$ cat config.mk
export PLATFORM = sky130hd
export DESIGN_NAME = cacheline_arbiter
export DESIGN_NICKNAME = d
export VERILOG_FILES = /design/src/rtl/cacheline_arbiter_pkg.sv /design/src/rtl/cacheline_arbiter_rr.sv /design/src/rtl/cacheline_arbiter.sv
export SDC_FILE = /design/constraint.sdc
export NUM_CORES = 1
export LEC_CHECK = 0
export BUFFER_PORTS_ARGS = -buffer_cell sky130_fd_sc_hd__buf_2
export CAP_MARGIN = 10
export CORE_AREA = 2 2 562 564
export DETAILED_ROUTE_END_ITERATION = 10
export DIE_AREA = 0 0 564 566
export RECOVER_POWER = 50
export SYNTH_ARGS = -nofsm -noshare
export SYNTH_HDL_FRONTEND = slang
export SYNTH_SLANG_ARGS = --single-unit
$ cat constraint.sdc
create_clock -name clk -period 6.4 [get_ports clk]
set_clock_uncertainty 0.15 [all_clocks]
set_input_delay 1.92 -clock clk [delete_from_list [all_inputs] [get_ports clk]]
set_output_delay 1.92 -clock clk [all_outputs]
set_load 0.01 [all_outputs]
$ cat src/rtl/cacheline_arbiter_pkg.sv
// Shared types and helpers for the cacheline port arbiter.
package cacheline_arb_types;

    // Widest address the pending table can hold; narrower ports zero-extend.
    localparam int MAX_ADDR_WIDTH = 64;

    typedef enum logic {
        REQ_I = 1'b0,
        REQ_D = 1'b1
    } req_id_t;

    typedef struct packed {
        logic                      valid;
        logic [MAX_ADDR_WIDTH-1:0] line_addr;
    } pend_entry_t;

    // Clear the intra-line byte offset so addresses compare at line granularity.
    function automatic logic [MAX_ADDR_WIDTH-1:0] line_addr_of(
        input logic [MAX_ADDR_WIDTH-1:0] addr,
        input int unsigned               offset_bits
    );
        logic [MAX_ADDR_WIDTH-1:0] mask;
        mask = '1;
        mask = mask << offset_bits;
        return addr & mask;
    endfunction

endpackage

$ cat src/rtl/cacheline_arbiter_rr.sv
// Two-way round-robin arbiter; the pointer names the requester favoured on a tie.
module rr_arbiter_2
    import cacheline_arb_types::*;
(
    input  logic       clk,
    input  logic       rst,
    input  logic [1:0] elig,
    input  logic       accept,
    output logic [1:0] grant
);

    req_id_t ptr;

    // Grant the sole eligible requester, or the pointer's choice on a tie.
    always_comb begin
        grant = elig;
        if (elig[REQ_I] && elig[REQ_D]) begin
            grant      = '0;
            grant[ptr] = 1'b1;
        end
    end

    // Hand priority to the other side only once a grant is actually accepted.
    always_ff @(posedge clk or negedge rst) begin
        if (!rst) begin
            ptr <= REQ_D;
        end else if (accept && (grant != 2'b00)) begin
            ptr <= grant[REQ_I] ? REQ_D : REQ_I;
        end
    end

endmodule

$ cat src/rtl/cacheline_arbiter.sv
// Shares one cacheline memory port between the icache and the dcache,
// tracking one outstanding read per requester and routing fills by address.
module cacheline_arbiter
    import cacheline_arb_types::*;
#(
    parameter int ADDR_WIDTH  = 32,
    parameter int LINE_WIDTH  = 256,
    parameter int OFFSET_BITS = 5
) (
    input  logic                  clk,
    input  logic                  rst,
    input  logic [ADDR_WIDTH-1:0] i_addr,
    input  logic                  i_read,
    output logic                  i_ready,
    output logic [LINE_WIDTH-1:0] i_rdata,
    output logic                  i_rvalid,
    input  logic [ADDR_WIDTH-1:0] d_addr,
    input  logic                  d_read,
    input  logic                  d_write,
    input  logic [LINE_WIDTH-1:0] d_wdata,
    output logic                  d_ready,
    output logic [LINE_WIDTH-1:0] d_rdata,
    output logic                  d_rvalid,
    output logic [ADDR_WIDTH-1:0] m_addr,
    output logic                  m_read,
    output logic                  m_write,
    output logic [LINE_WIDTH-1:0] m_wdata,
    input  logic                  m_ready,
    input  logic [ADDR_WIDTH-1:0] m_raddr,
    input  logic [LINE_WIDTH-1:0] m_rdata,
    input  logic                  m_rvalid,
    output logic                  orphan_resp
);

    pend_entry_t [1:0]         pend;
    logic [MAX_ADDR_WIDTH-1:0] i_line, d_line, r_line;
    logic [1:0]                hit, elig, grant;
    logic                      wr_hazard;

    assign i_line = line_addr_of(MAX_ADDR_WIDTH'(i_addr),  unsigned'(OFFSET_BITS));
    assign d_line = line_addr_of(MAX_ADDR_WIDTH'(d_addr),  unsigned'(OFFSET_BITS));
    assign r_line = line_addr_of(MAX_ADDR_WIDTH'(m_raddr), unsigned'(OFFSET_BITS));

    // A returning line is delivered to every requester waiting on that line.
    assign hit[REQ_I] = m_rvalid && pend[REQ_I].valid && (pend[REQ_I].line_addr == r_line);
    assign hit[REQ_D] = m_rvalid && pend[REQ_D].valid && (pend[REQ_D].line_addr == r_line);

    // Writing back a line the icache is still fetching would race the fill.
    assign wr_hazard = pend[REQ_I].valid && (pend[REQ_I].line_addr == d_line);

    // Nothing is granted while reset is held so no handshake leaks through.
    assign elig[REQ_I] = rst && i_read && !pend[REQ_I].valid;
    assign elig[REQ_D] = rst && ((d_read && !pend[REQ_D].valid) || (d_write && !wr_hazard));

    rr_arbiter_2 u_arb (
        .clk    (clk),
        .rst    (rst),
        .elig   (elig),
        .accept (m_ready),
        .grant  (grant)
    );

    assign i_ready  = grant[REQ_I] && m_ready;
    assign d_ready  = grant[REQ_D] && m_ready;
    assign i_rvalid = hit[REQ_I];
    assign d_rvalid = hit[REQ_D];
    assign i_rdata  = m_rdata;
    assign d_rdata  = m_rdata;
    assign m_wdata  = d_wdata;

    // Steer the granted request onto the memory port.
    always_comb begin
        m_addr  = ADDR_WIDTH'(d_line);
        m_read  = 1'b0;
        m_write = 1'b0;
        if (grant[REQ_I]) begin
            m_addr = ADDR_WIDTH'(i_line);
            m_read = 1'b1;
        end else if (grant[REQ_D]) begin
            m_read  = d_read;
            m_write = d_write;
        end
    end

    // Retire entries on their fill and allocate on accepted reads; a requester
    // cannot be eligible while its own entry is valid, so both never collide.
    always_ff @(posedge clk or negedge rst) begin
        if (!rst) begin
            pend <= '0;
        end else begin
            if (hit[REQ_I]) pend[REQ_I].valid <= 1'b0;
            if (hit[REQ_D]) pend[REQ_D].valid <= 1'b0;
            if (i_ready) begin
                pend[REQ_I].valid     <= 1'b1;
                pend[REQ_I].line_addr <= i_line;
            end
            if (d_ready && d_read) begin
                pend[REQ_D].valid     <= 1'b1;
                pend[REQ_D].line_addr <= d_line;
            end
        end
    end

    // Sticky flag for fills nobody was waiting for; only reset clears it.
    always_ff @(posedge clk or negedge rst) begin
        if (!rst) begin
            orphan_resp <= 1'b0;
        end else if (m_rvalid && (hit == 2'b00)) begin
            orphan_resp <= 1'b1;
        end
    end

endmodule

==> results.md <==
- Status: complete, but fails checks
- Failing checks: max-capacitance violations, max-slew violations
- Worst Setup Path Type: input port to output port
- Final Hold Violating Endpoints: 0
- Final-layout fill cell count: 37,518
- Via-to-Cell Ratio: 1.058
- RSZ-0062 raised after global routing: false
- Crit-path max FO: 5
- Nets: 1,033
- Pin count of the biggest net entering global routing: 59
- Core ar.: 313,400 µm²
- First-pass GRT wire length: 250.9 mm
- Remaining Overflow, GRT: 0
- WHS Endpoint: orphan_resp$_DFFE_PN0P_
- Cell accounting for the most synthesized area: buf_4
- Syn. warnings: 0
- Synth top area share: 0.6222
- # Max-Cap Violations: 3
- R2r endpoint: pend[72]$_DFFE_PN0P_
- Avg Inst Size Synth: 8.832 µm²
- CTS resizes: 0
- Die ar.: roughly 320,000 µm²
- Top cells by area, synth: buf_4 (62%), dfrtp_1 (15%), mux2_2 (7.5%)
- Slew Limit Fails: 99
- FF-to-FF setup slack: between 2 and 3 ns
- Hold_buf cts: 0
- Wire per inst: ~52 µm
- Initial antenna violation count: 38
- Post-Synthesis Cells: 1,056
- Worst Setup Start Kind: input port
- Post-DP HPWL: 231.7 mm
- Hold depth: 1
- Maximum VDD drop: 0.2373 mV
- H-tree depth: 3
- Residual DRC: 0
- Hold Crit Class: flip-flop to flip-flop
- R2r worst-path depth: 7
- Max Freq: approximately 170 MHz
- CTS tree: built
- # IOs: ~1,400
- Pwr dens: 178.4 nW/µm²
- Initial Util: 0.02976
- Routability cong.: 0.8341
- Total Power: about 1.7 mW
- Final setup viols: 0
- Die W: roughly 560 µm
- Max-slew headroom: -1.189
- Setup TNS: 0 ns
- Final WL: 237.9 mm
- CTS buffer count: 9
- Synth cell types: 28
- Post-CTS Setup Repair Bufs: 0
- Clock root buffer: clkbuf_16
- Pleak: 2.117 nW
- Aggregate global-route resource usage: 0.1439
- Worst EP required: 4.33 ns
- Number of synthesized register bits: 58
- TritonCTS Sinks: 58
- Iteration-0 DRC Markers: around 230
- Most common cell in the synthesized netlist: buf_4
- Total number of vias: 4,864
- Number of synthesized flops with an enable pin: 0
- Die Span Y: 566 µm
- P&R area growth vs syn: 3.555%
- R2r startpoint: pend[15]$_DFFE_PN0P_
- Critical path endpoint category: output port
- FP Rows: 206
- Max clock buf depth: 2
- Tcrit/Tclk final: 0.9132
- Crit path DAT: ~3.8 ns
- Detailed Routing Iterations Pass 1: 4
- PortBufs: 121
- Post-synth top cells: buf_4 (773), mux2_2 (62), dfrtp_1 (57)
- Clock insertion delay at the later pin of the skew report: 0.35 ns
- Worst-margin pin slew: 3.283 ns
- Post-DRT Antenna Nets: 0
- Sequential area share after synthesis: 0.1558
- Number of global-route vias before repair: approximately 4,700
- Post-synth ARST share: 1.000
- Clock-pin slew on the worst setup and hold paths: 0.05 ns
- Tmin final: 5.844 ns
- Synth Cell Area: around 9300 µm²
- Share of cells above drive strength 1: 0.5225
- Hold path start: orphan_resp$_DFFE_PN0P_
- Ys flop type: dfrtp_1
==> cell usage in the layout (no fill, tap or decap) <==
cell type	count
a21o_1	1
o21ai_2	1
nor2_1	1
nand4_1	12
nor3_1	4
clkbuf_16	9
and2_1	1
buf_4	3
conb_1	5
dfrtp_1	57
clkbuf_1	7
mux2_4	19
nand2_1	7
buf_2	117
buf_12	1
a31o_2	1
o22a_2	1
diode_2	14
nand3_1	2
nor2b_1	1
inv_1	4
xnor2_1	34
dfstp_2	1
mux2_2	62
clkinv_2	4
nor3b_1	2
o21ai_0	3
o21a_1	1
bufinv_16	1
xor2_1	47
clkinvlp_4	1
nor4_1	13
==> power by group <==
| group | switching, mW | leakage (nW) | internal (mW) |
|---|---|---|---|
| combinational | 0.275 | 1.29 | 0.311 |
| clock | 0.183 | 0.142 | 0.298 |
| sequential | 0.145 | 0.684 | 0.512 |
==> worst max-delay path, cell delays in order <==
cell and delay (ns):
buf_2 0.18, xor2_1 0.19, nor4_1 0.51, nand4_1 0.28, o21ai_2 0.31, nor3b_1 0.11
buf_2 0.24
==> worst max-delay path by stage <==
stage | from | end
after global placement | d_addr[5] | d_ready
after CTS | d_addr[5] | d_ready
after floorplan | d_read | m_addr[12]
final | d_addr[5] | d_ready
after detailed placement | d_addr[5] | d_ready
after global routing | m_raddr[23] | d_rvalid
==> metrics by stage <==
| stage | util | area [µm²] | hold WS [ns] | cells | worst slack [ns] |
|---|---|---|---|---|---|
| floorplan | - | 9341 | 0.3440 | 1060 | 1.245 |
| global placement | 0.02986 | 9360 | 0.3282 | 4567 | 0.4599 |
| detailed placement | 0.02986 | 9360 | 0.3311 | 4567 | 0.4647 |
| CTS | 0.03078 | 9647 | 0.3439 | 4583 | 0.4726 |
| global route | 0.03081 | 9658 | 0.3696 | 4597 | 0.5500 |
| finish | 0.03081 | 9658 | 0.3500 | 4597 | 0.5556 |
==> routing by layer <==
metal,GRT usage,share of wire
met1,0.02559,0.064
met2,0.2038,0.40
met3,0.3335,0.50
met4,0.04888,0.037
met5,0.02078,0.0036
==> logic make-up after synthesis <==
group,count (synthesis),share of synthesized area
xor+xnor,81,0.07607
buf+inv,784,0.6288
simple gates,43,0.02737
mux,81,0.1054
other cells,1,0.0004021
compound gates,8,0.006172
flops,58,0.1558
==> sequential cells by signal (all words and copies together), names as in the netlist <==
register / cells
pend: 56
orphan_resp: 1
u_arb.ptr: 1
==> area by class of cell <==
type | instances | area (µm²) | share of cell area
well taps | 4160 | 5205 | 0.5389
flip-flops and latches | 58 | 1453 | 0.1504
clock buffers | 10 | 229.0 | 0.02371
diodes | 14 | 35.03 | 0.003627
repair buffers | 127 | 650.6 | 0.06737
inverters | 4 | 15.01 | 0.001555
clock inverters | 6 | 57.56 | 0.005959
multi-input cells | 218 | 2013 | 0.2084
(Power assumes the default switching activity.)
